[src/rtl/apb_master_pkg.sv]
// Shared types and helpers for the APB requester: FSM state encoding, a
// constant-function clog2, and response codes used when classifying results.
package apb_master_pkg;

  typedef enum logic [1:0] {
    IDLE   = 2'd0,
    SETUP  = 2'd1,
    ACCESS = 2'd2,
    RESP   = 2'd3
  } state_t;

  function automatic int clog2(input int n);
    int r;
    r = 0;
    while ((1 << r) < n) r++;
    return r;
  endfunction

  localparam logic [1:0] RSP_OK      = 2'd0;
  localparam logic [1:0] RSP_SLVERR  = 2'd1;
  localparam logic [1:0] RSP_DECERR  = 2'd2;
  localparam logic [1:0] RSP_TIMEOUT = 2'd3;

endpackage

[src/rtl/apb_master_mux_if.sv]
// Command/response handshake plus the APB bus of the requester in one bundle.
// master = the requester's view, slave = the environment (CPU side + peripherals).
interface apb_master_mux_if #(
  parameter int ADDR_W  = 32,
  parameter int DATA_W  = 32,
  parameter int NUM_SLV = 4
);
  localparam int STRB_W = DATA_W / 8;

  logic                      cmd_valid;
  logic                      cmd_ready;
  logic                      cmd_write;
  logic [ADDR_W-1:0]         cmd_addr;
  logic [DATA_W-1:0]         cmd_wdata;
  logic [STRB_W-1:0]         cmd_strb;
  logic                      rsp_valid;
  logic                      rsp_ready;
  logic [DATA_W-1:0]         rsp_rdata;
  logic                      rsp_err;
  logic [NUM_SLV-1:0]        PSEL;
  logic                      PENABLE;
  logic                      PWRITE;
  logic [ADDR_W-1:0]         PADDR;
  logic [DATA_W-1:0]         PWDATA;
  logic [STRB_W-1:0]         PSTRB;
  logic [NUM_SLV*DATA_W-1:0] PRDATA;
  logic [NUM_SLV-1:0]        PREADY;
  logic [NUM_SLV-1:0]        PSLVERR;

  modport master (
    input  cmd_valid, cmd_write, cmd_addr, cmd_wdata, cmd_strb, rsp_ready,
    input  PRDATA, PREADY, PSLVERR,
    output cmd_ready, rsp_valid, rsp_rdata, rsp_err,
    output PSEL, PENABLE, PWRITE, PADDR, PWDATA, PSTRB
  );

  modport slave (
    output cmd_valid, cmd_write, cmd_addr, cmd_wdata, cmd_strb, rsp_ready,
    output PRDATA, PREADY, PSLVERR,
    input  cmd_ready, rsp_valid, rsp_rdata, rsp_err,
    input  PSEL, PENABLE, PWRITE, PADDR, PWDATA, PSTRB
  );
endinterface

[src/rtl/apb_slave_decode.sv]
// Combinational slave-index decode with range flag, and per-slave return-path mux.
// Zero latency; no state, no backpressure of its own.
module apb_slave_decode #(
  parameter int DATA_W  = 32,
  parameter int NUM_SLV = 4,
  parameter int SEL_W   = 2
) (
  input  logic [SEL_W-1:0]          slv_field,
  output logic [SEL_W-1:0]          dec_idx,
  output logic                      dec_ok,
  input  logic [SEL_W-1:0]          sel_idx,
  input  logic [NUM_SLV*DATA_W-1:0] prdata,
  input  logic [NUM_SLV-1:0]        pready,
  input  logic [NUM_SLV-1:0]        pslverr,
  output logic [DATA_W-1:0]         sel_rdata,
  output logic                      sel_ready,
  output logic                      sel_err
);

  assign dec_idx = slv_field;
  assign dec_ok  = int'(slv_field) < NUM_SLV;

  always_comb begin
    sel_rdata = '0;
    sel_ready = 1'b0;
    sel_err   = 1'b0;
    for (int i = 0; i < NUM_SLV; i++) begin
      if (sel_idx == SEL_W'(i)) begin
        sel_rdata = prdata[i*DATA_W +: DATA_W];
        sel_ready = pready[i];
        sel_err   = pslverr[i];
      end
    end
  end

endmodule

[src/rtl/apb_master_mux.sv]
// APB4 requester to NUM_SLV decoded slaves; response 3 cycles after command, +1 per wait
// state; one command in flight, response held until rsp_ready. APB_MASTER_MUX_TIMEOUT_EN adds an ACCESS timeout.
module apb_master_mux
  import apb_master_pkg::*;
#(
  parameter int ADDR_W    = 32,
  parameter int DATA_W    = 32,
  parameter int NUM_SLV   = 4,
  parameter int SLV_SHIFT = 12,
  parameter int TIMEOUT   = 255
) (
  input  logic            PCLK,
  input  logic            PRESET,
  apb_master_mux_if.master bus
);

  localparam int STRB_W = DATA_W / 8;
  localparam int SEL_W  = (clog2(NUM_SLV) < 1) ? 1 : clog2(NUM_SLV);

  typedef struct packed {
    logic              write;
    logic [ADDR_W-1:0] addr;
    logic [DATA_W-1:0] wdata;
    logic [STRB_W-1:0] strb;
  } req_t;

  state_t            state, state_nxt;
  req_t              req;
  logic [SEL_W-1:0]  idx;
  logic [DATA_W-1:0] rsp_rdata_q, rsp_rdata_nxt;
  logic              rsp_err_q, rsp_err_nxt;
  logic              ld_req, ld_rsp;
  logic [SEL_W-1:0]  dec_idx;
  logic              dec_ok;
  logic [DATA_W-1:0] sel_rdata;
  logic              sel_ready, sel_err;

  apb_slave_decode #(
    .DATA_W (DATA_W),
    .NUM_SLV(NUM_SLV),
    .SEL_W  (SEL_W)
  ) u_dec (
    .slv_field(bus.cmd_addr[SLV_SHIFT +: SEL_W]),
    .dec_idx  (dec_idx),
    .dec_ok   (dec_ok),
    .sel_idx  (idx),
    .prdata   (bus.PRDATA),
    .pready   (bus.PREADY),
    .pslverr  (bus.PSLVERR),
    .sel_rdata(sel_rdata),
    .sel_ready(sel_ready),
    .sel_err  (sel_err)
  );

`ifdef APB_MASTER_MUX_TIMEOUT_EN
  localparam int CNT_RAW = clog2(TIMEOUT + 1);
  localparam int CNT_W   = (CNT_RAW < 8) ? 8 : ((CNT_RAW > 16) ? 16 : CNT_RAW);

  logic [CNT_W-1:0] wait_cnt;
  logic             cnt_clr, cnt_inc;
  logic             timed_out;

  // Fires on the TIMEOUT-th consecutive low-PREADY ACCESS cycle.
  assign timed_out = (wait_cnt == CNT_W'(TIMEOUT - 1));

  always_ff @(posedge PCLK) begin
    if (PRESET)       wait_cnt <= '0;
    else if (cnt_clr) wait_cnt <= '0;
    else if (cnt_inc) wait_cnt <= wait_cnt + 1'b1;
  end
`else
  logic unused_timeout;
  assign unused_timeout = (TIMEOUT != 0);
`endif

  always_comb begin
    state_nxt     = state;
    ld_req        = 1'b0;
    ld_rsp        = 1'b0;
    rsp_err_nxt   = 1'b0;
    rsp_rdata_nxt = '0;
`ifdef APB_MASTER_MUX_TIMEOUT_EN
    cnt_clr       = 1'b0;
    cnt_inc       = 1'b0;
`endif
    case (state)
      IDLE: begin
        if (bus.cmd_valid) begin
          ld_req = 1'b1;
          if (dec_ok) begin
            state_nxt = SETUP;
          end else begin
            state_nxt   = RESP;
            ld_rsp      = 1'b1;
            rsp_err_nxt = 1'b1;
          end
        end
      end
      SETUP: begin
        state_nxt = ACCESS;
`ifdef APB_MASTER_MUX_TIMEOUT_EN
        cnt_clr   = 1'b1;
`endif
      end
      ACCESS: begin
        if (sel_ready) begin
          state_nxt     = RESP;
          ld_rsp        = 1'b1;
          rsp_err_nxt   = sel_err;
          rsp_rdata_nxt = (!req.write && !sel_err) ? sel_rdata : '0;
        end
`ifdef APB_MASTER_MUX_TIMEOUT_EN
        else if (timed_out) begin
          state_nxt   = RESP;
          ld_rsp      = 1'b1;
          rsp_err_nxt = 1'b1;
        end else begin
          cnt_inc = 1'b1;
        end
`endif
      end
      RESP: begin
        if (bus.rsp_ready) state_nxt = IDLE;
      end
      default: state_nxt = IDLE;
    endcase
  end

  always_ff @(posedge PCLK) begin
    if (PRESET) begin
      state       <= IDLE;
      req         <= '0;
      idx         <= '0;
      rsp_rdata_q <= '0;
      rsp_err_q   <= 1'b0;
    end else begin
      state <= state_nxt;
      if (ld_req) begin
        req.write <= bus.cmd_write;
        req.addr  <= bus.cmd_addr;
        req.wdata <= bus.cmd_wdata;
        req.strb  <= bus.cmd_write ? bus.cmd_strb : '0;
        idx       <= dec_idx;
      end
      if (ld_rsp) begin
        rsp_rdata_q <= rsp_rdata_nxt;
        rsp_err_q   <= rsp_err_nxt;
      end
    end
  end

  always_comb begin
    bus.PSEL = '0;
    for (int i = 0; i < NUM_SLV; i++) begin
      bus.PSEL[i] = ((state == SETUP) || (state == ACCESS)) && (idx == SEL_W'(i));
    end
  end

  assign bus.PENABLE   = (state == ACCESS);
  assign bus.PWRITE    = req.write;
  assign bus.PADDR     = req.addr;
  assign bus.PWDATA    = req.wdata;
  assign bus.PSTRB     = req.strb;
  assign bus.cmd_ready = (state == IDLE);
  assign bus.rsp_valid = (state == RESP);
  assign bus.rsp_rdata = rsp_rdata_q;
  assign bus.rsp_err   = rsp_err_q;

endmodule

[src/flat_wrapper.sv]
// flat-port wrapper written by rule: the top's interface ports become plain ports
module apb_master_mux_flat import apb_master_pkg::*;
#(
  parameter int ADDR_W    = 32,
  parameter int DATA_W    = 32,
  parameter int NUM_SLV   = 4,
  parameter int SLV_SHIFT = 12,
  parameter int TIMEOUT   = 255
)
  (PCLK, PRESET, bus_cmd_valid, bus_cmd_write, bus_cmd_addr, bus_cmd_wdata, bus_cmd_strb, bus_rsp_ready, bus_PRDATA, bus_PREADY, bus_PSLVERR, bus_cmd_ready, bus_rsp_valid, bus_rsp_rdata, bus_rsp_err, bus_PSEL, bus_PENABLE, bus_PWRITE, bus_PADDR, bus_PWDATA, bus_PSTRB);
  apb_master_mux_if #(.ADDR_W(ADDR_W), .DATA_W(DATA_W), .NUM_SLV(NUM_SLV)) bus_i ();
  input  logic PCLK;
  input  logic PRESET;
  input wire logic [$bits(bus_i.cmd_valid)-1:0] bus_cmd_valid;
  input wire logic [$bits(bus_i.cmd_write)-1:0] bus_cmd_write;
  input wire logic [$bits(bus_i.cmd_addr)-1:0] bus_cmd_addr;
  input wire logic [$bits(bus_i.cmd_wdata)-1:0] bus_cmd_wdata;
  input wire logic [$bits(bus_i.cmd_strb)-1:0] bus_cmd_strb;
  input wire logic [$bits(bus_i.rsp_ready)-1:0] bus_rsp_ready;
  input wire logic [$bits(bus_i.PRDATA)-1:0] bus_PRDATA;
  input wire logic [$bits(bus_i.PREADY)-1:0] bus_PREADY;
  input wire logic [$bits(bus_i.PSLVERR)-1:0] bus_PSLVERR;
  output wire logic [$bits(bus_i.cmd_ready)-1:0] bus_cmd_ready;
  output wire logic [$bits(bus_i.rsp_valid)-1:0] bus_rsp_valid;
  output wire logic [$bits(bus_i.rsp_rdata)-1:0] bus_rsp_rdata;
  output wire logic [$bits(bus_i.rsp_err)-1:0] bus_rsp_err;
  output wire logic [$bits(bus_i.PSEL)-1:0] bus_PSEL;
  output wire logic [$bits(bus_i.PENABLE)-1:0] bus_PENABLE;
  output wire logic [$bits(bus_i.PWRITE)-1:0] bus_PWRITE;
  output wire logic [$bits(bus_i.PADDR)-1:0] bus_PADDR;
  output wire logic [$bits(bus_i.PWDATA)-1:0] bus_PWDATA;
  output wire logic [$bits(bus_i.PSTRB)-1:0] bus_PSTRB;
  assign bus_i.cmd_valid = bus_cmd_valid;
  assign bus_i.cmd_write = bus_cmd_write;
  assign bus_i.cmd_addr = bus_cmd_addr;
  assign bus_i.cmd_wdata = bus_cmd_wdata;
  assign bus_i.cmd_strb = bus_cmd_strb;
  assign bus_i.rsp_ready = bus_rsp_ready;
  assign bus_i.PRDATA = bus_PRDATA;
  assign bus_i.PREADY = bus_PREADY;
  assign bus_i.PSLVERR = bus_PSLVERR;
  assign bus_cmd_ready = bus_i.cmd_ready;
  assign bus_rsp_valid = bus_i.rsp_valid;
  assign bus_rsp_rdata = bus_i.rsp_rdata;
  assign bus_rsp_err = bus_i.rsp_err;
  assign bus_PSEL = bus_i.PSEL;
  assign bus_PENABLE = bus_i.PENABLE;
  assign bus_PWRITE = bus_i.PWRITE;
  assign bus_PADDR = bus_i.PADDR;
  assign bus_PWDATA = bus_i.PWDATA;
  assign bus_PSTRB = bus_i.PSTRB;
  apb_master_mux #(.ADDR_W(ADDR_W), .DATA_W(DATA_W), .NUM_SLV(NUM_SLV), .SLV_SHIFT(SLV_SHIFT), .TIMEOUT(TIMEOUT)) u_core (.PCLK(PCLK), .PRESET(PRESET), .bus(bus_i));
endmodule
[config.mk]
export PLATFORM = sky130hd
export DESIGN_NAME = apb_master_mux_flat
export DESIGN_NICKNAME = d
export VERILOG_FILES = /design/src/rtl/apb_master_pkg.sv /design/src/rtl/apb_master_mux_if.sv /design/src/rtl/apb_slave_decode.sv /design/src/rtl/apb_master_mux.sv /design/src/flat_wrapper.sv
export SDC_FILE = /design/constraint.sdc
export NUM_CORES = 1
export LEC_CHECK = 0
export BUFFER_PORTS_ARGS = -buffer_cell sky130_fd_sc_hd__clkbuf_2
export CAP_MARGIN = 40
export CORE_AREA = 2 2 123 125
export CTS_BUF_LIST = sky130_fd_sc_hd__clkbuf_16
export DETAILED_ROUTE_END_ITERATION = 7
export DIE_AREA = 0 0 125 127
export PLACE_DENSITY = 0.73
export SYNTH_ARGS = -nofsm -noshare
export SYNTH_HDL_FRONTEND = slang
export SYNTH_SLANG_ARGS = --single-unit
[constraint.sdc]
create_clock -name PCLK -period 2.2 [get_ports PCLK]
set_input_delay 0.11 -clock PCLK [delete_from_list [all_inputs] [get_ports PCLK]]
set_output_delay 0.11 -clock PCLK [all_outputs]
set_load 0.1 [all_outputs]
## Yosys cells after proc, flatten, opt, wreduce, memory -nomap -nowiden

Cells that the tools add are included.

- Muxes and demuxes: 26
- Equality and inequality tests: 9
- Reduce and logical (&&, ||, !) cells: 11

Operators by type and width:

| cell | number |
|---|---|
| $mux W32 | 7 |
| $mux W1 | 14 |
| $eq A2 B2 Y1 const B | 4 |
| $pmux W2 S4 | 1 |
| $mux W2 | 3 |
| $logic_and A1 B1 Y1 | 5 |
| $eq A2 B1 Y1 const B | 2 |
| $logic_not A2 Y1 | 2 |
| $mux W4 | 1 |
| $ne A2 B2 Y1 const B | 2 |
| $reduce_and A3 Y1 | 1 |
| $logic_not A1 Y1 | 2 |
| $ne A2 B1 Y1 const B | 1 |
| $logic_or A1 B1 Y1 | 1 |

- Logic and storage cells: 54
- Output and inout bits: 109
- Bits of input ports: 209
- Register bits: 106

## Depth between registers and ports, before layout

- Depth in word-level cells: 10
- Gate-level depth with buffers: 8
- Mapped depth without buffers: 5

## By module

A second synthesis with hierarchy kept.

- Cell total of the unflattened synthesis: 533
- Area total of the unflattened synthesis: 5021.1 µm²

Modules (own cells, without submodules):

| module | times used | cells an instance | area an instance (µm²) |
|---|---|---|---|
| apb_master_mux | 1 | 487 | 4124.0 |
| apb_slave_decode | 1 | 46 | 897.1 |

## Worst setup path after synthesis

Ideal clock, no wire load.

- Path type: register to output
- Start: register u_core.bus.PADDR[12] (netlist name)
- End: output port bus_PSEL[0]
- Path buffers: 2
- Arrival: 3.463 ns
- Setup slack: -1.373 ns
- Cell stages (with the launch flop): 4
- Path through: dfxtp_1 buf_4 buf_2 nor3b_1

RTL lines:

| what | line | text |
|---|---|---|
| to (decl) | flat_wrapper.sv:27 | `output wire logic [$bits(bus_i.PSEL)-1:0] bus_PSEL;` |

## Worst setup path after layout

- Start: register u_core.state[1]
- End: output port bus_PSEL[0]

- Longest elaborated chain between the ends: 3
- Elaborated cells between the ends (all ways): 4
- Those cells by class: eq/ne (2); reduce/logical (2)

RTL lines:

| what | line | text |
|---|---|---|
| from (decl) | apb_master_mux.sv:27 | `state_t state, state_nxt;` |
| from (signal assigned) | apb_master_mux.sv:137 | `state <= state_nxt;` |
| $eq A2 B1 Y1 / $eq A2 B2 Y1 (equally long branches) | apb_master_mux.sv:155 | `bus.PSEL[i] = ((state == SETUP) \|\| (state == ACCESS)) && (idx == SEL_W'(i));` |
| $logic_or A1 B1 Y1 (*) | apb_master_mux.sv:155 |  |
| $logic_and A1 B1 Y1 (*) | apb_master_mux.sv:155 |  |

Mark *: on every way between the ends. The rest lies on a longest branch, timed or not.

==> metrics.csv <==
metric,value,unit
status,"finished, final reports clean",
crit path DAT,1830,ps
DRT iter0 DRCs,185,
multi-input logic area,0.00213,mm2
postcts setup bufs,0,
CTS tree,yes,
maximum clock frequency,514,MHz
Die Wd,125,um
worst flop-to-flop path endpoint,u_core.bus.rsp_rdata[30],
Critical path origin,u_core.state[1],
Hold Path Sink,u_core.bus.PSTRB[0],
grt total ovfl,0,
Post-synth EDFFs,0,
num rows,44,
Starting Density,30.3,%
Crit Reg-Reg Startpoint,u_core.bus.PADDR[12],
Syn-to-layout area delta,64.1,%
DR WL/cell,16.1,um
Tmin final,1940,ps
first-pass GRT wire length,24700,um
Hold Path Class,input pin to register,
VDD IR-drop max,721,uV
Hold Startpoint,bus_cmd_strb[0],
io pins,318,
Synthesis Warnings,0,
Post-synth top flop,dfxtp_1,
async set-reset flop share out of synthesis,0,%
Worst Skew,9.22,ps
Nets,1018,
Routed WL,16100,um
Fin. Hold Viols,0,
Final HPWL DP,11100,um
total CTS buffers,9,
unrepaired setup endpoints after global routing,no,
Post-synth top cells,"136 x nand2_1, 104 x dfxtp_1, 70 x a21oi_1",
Clock Latency Late Sink,350,ps
setup_tns,0,ps
CP endpoint kind,primary output,
CP Buf/Inv Count,2,
# diodes,0,
die footprint,0.0159,mm2
Power Dens Cells,1070,mW/mm2
Synth cell types,27,
MaxCap Viol Count,0,
Pleak,0.00335,uW
clk slew on worst S/H paths,70,ps
final slew viol count,0,
worst hold slack,16.4,ps
hold depth,3,
largest net degree at the start of global routing,75,
H-tree levels,3,
Worst Path Required,2090,ps
synthesized area,0.00437,mm2
share of cells above drive strength 1,48.2,%
GP Congestion,0.767,
post-synthesis sequential area ratio,47.6,%
Reg2Reg Depth,5,
GR Util All Layers,19.6,%
Critical Path Start Type,register,
Final setup viols,0,
Slew HR,47.6,%
Mapped Cells,441,
Least-Margin Pin Slew,786,ps
Synth Area per Inst,9.91,um2
"top cells by area, synth","dfxtp_1 48%, mux4_2 18%, nand2_1 12%, a21oi_1 8.0%, a22o_1 6.4%",
flip-flop and latch count after synthesis,104,
DR vias/cell,4.73,
Synth top area share,47.6,%
Synth Net Count,653,
FF/Latch Area,0.00208,mm2
Die H,127,um
maximum buffer depth of the clock tree,2,
crit-path leading delay family,buffers and inverters,
"Slowest-stage cell, CP",clkbuf_2,
worst-path cell chain,inv_1 -> ha_2 -> nor3b_4 -> clkbuf_2,
core area,0.0144,mm2
CP max FO,5,
"count leader, synth",nand2_1,
post-route ant nets,0,
IO buf count,317,
initial antenna violation count,0,
post-synth top area cell,dfxtp_1,
max incr delay on CP,480,ps
FF-to-FF setup slack,310,ps
CTS Root Buffer Type,clkbuf_16,
vias in the first global route,4938,
Clock Sinks,104,
Pre-antenna DRT Iters,5,
CP Class,register to primary output,
Fillers,1313,
Tcrit/Tclk final,88.4,%
DRC Markers,0,
Vias,4705,
==> layout by cell type, fill, tap and decap left out, drive strengths merged, types with 5 or more instances in the layout <==
| cell type | count |
|---|---|
| mux4 | 34 |
| clkbuf | 322 |
| inv | 7 |
| a22o | 32 |
| nand3 | 5 |
| a21oi | 71 |
| dfxtp | 104 |
| nand2 | 136 |
| buf | 14 |
| dlygate4sd3 | 64 |
==> where the power goes <==
group	total, uW	switching (uW)	leakage [uW]	internal [uW]
Combinational	3710	2810	0.00234	906
Sequential	2270	138	0.000849	2130
Clock	1680	767	0.000155	909
Total	7660	3710	0.00335	3940
==> area by class of cell <==
cell class,count,share of cell area [%]
clock inverter,7,1.24
timing repair buffer,391,33.5
inverter,4,0.209
sequential,104,29.1
clock buffer,9,3.14
tap,184,3.21
multi-input combinational,296,29.7
==> metrics by stage <==
step | utilization, % | power (uW) | std cells | setup WS (ps) | cell area (um2)
6_report | 49.7 | 7660 | 995 | 256 | 7170
5_1_grt | 49.7 | 8000 | 995 | 147 | 7170
4_1_cts | 49.7 | 7720 | 995 | 222 | 7170
3_5_place_dp | 43.1 | 5930 | 915 | 316 | 6220
3_3_place_gp | 43.1 | 5900 | 915 | 329 | 6220
2_1_floorplan | - | 5180 | 441 | 18.3 | 4400
==> layer usage <==
layer	global-route usage (%)	routed length, um
met5	0	0
met2	36.7	8350
met4	8.17	443
met1	20.0	5860
met3	6.74	1400
==> cells by family after synthesis <==
group	share of synthesized area, %
simple gates	14.2
compound gates	15.3
flops	47.6
buf+inv	4.32
mux	17.7
fa+ha+maj	0.859
==> worst reg2reg max path: cells and delay by family, from the launching register on <==
kind | cells | cell delay, ps
mux | 1 | 580
flops | 1 | 350
compound gates | 2 | 390
buf+inv | 2 | 520
==> sequential cells by signal, summed over array words and instances (netlist names) <==
register	count
u_core.bus.rsp_rdata	32
u_core.bus.PADDR	32
u_core.bus.rsp_err	1
u_core.bus.PWDATA	32
u_core.state	2
u_core.bus.PWRITE	1
u_core.bus.PSTRB	4
==> repair_timing <==
| action | 4_1_cts | 5_1_grt |
|---|---|---|
| hold endpoints to repair | 64 | 0 |
| hold buffers | 64 | 0 |
| gates resized for setup | 0 | 0 |
| endpoints found under the setup margin | 0 | 0 |
==> how the worst max path moves through the flow <==
| stage | end | slack [ps] | depth (start not counted) |
|---|---|---|---|
| finish | bus_PSEL[0] | 260 | 4 |
| global route | bus_PSEL[0] | 150 | 4 |
| CTS | bus_PSEL[0] | 220 | 4 |
| detailed placement | u_core.bus.rsp_rdata[19] | 320 | 5 |
| global placement | u_core.bus.rsp_rdata[0] | 330 | 5 |
| floorplan | u_core.bus.rsp_rdata[0] | 20 | 6 |
Power figures use the tool's default switching activity.
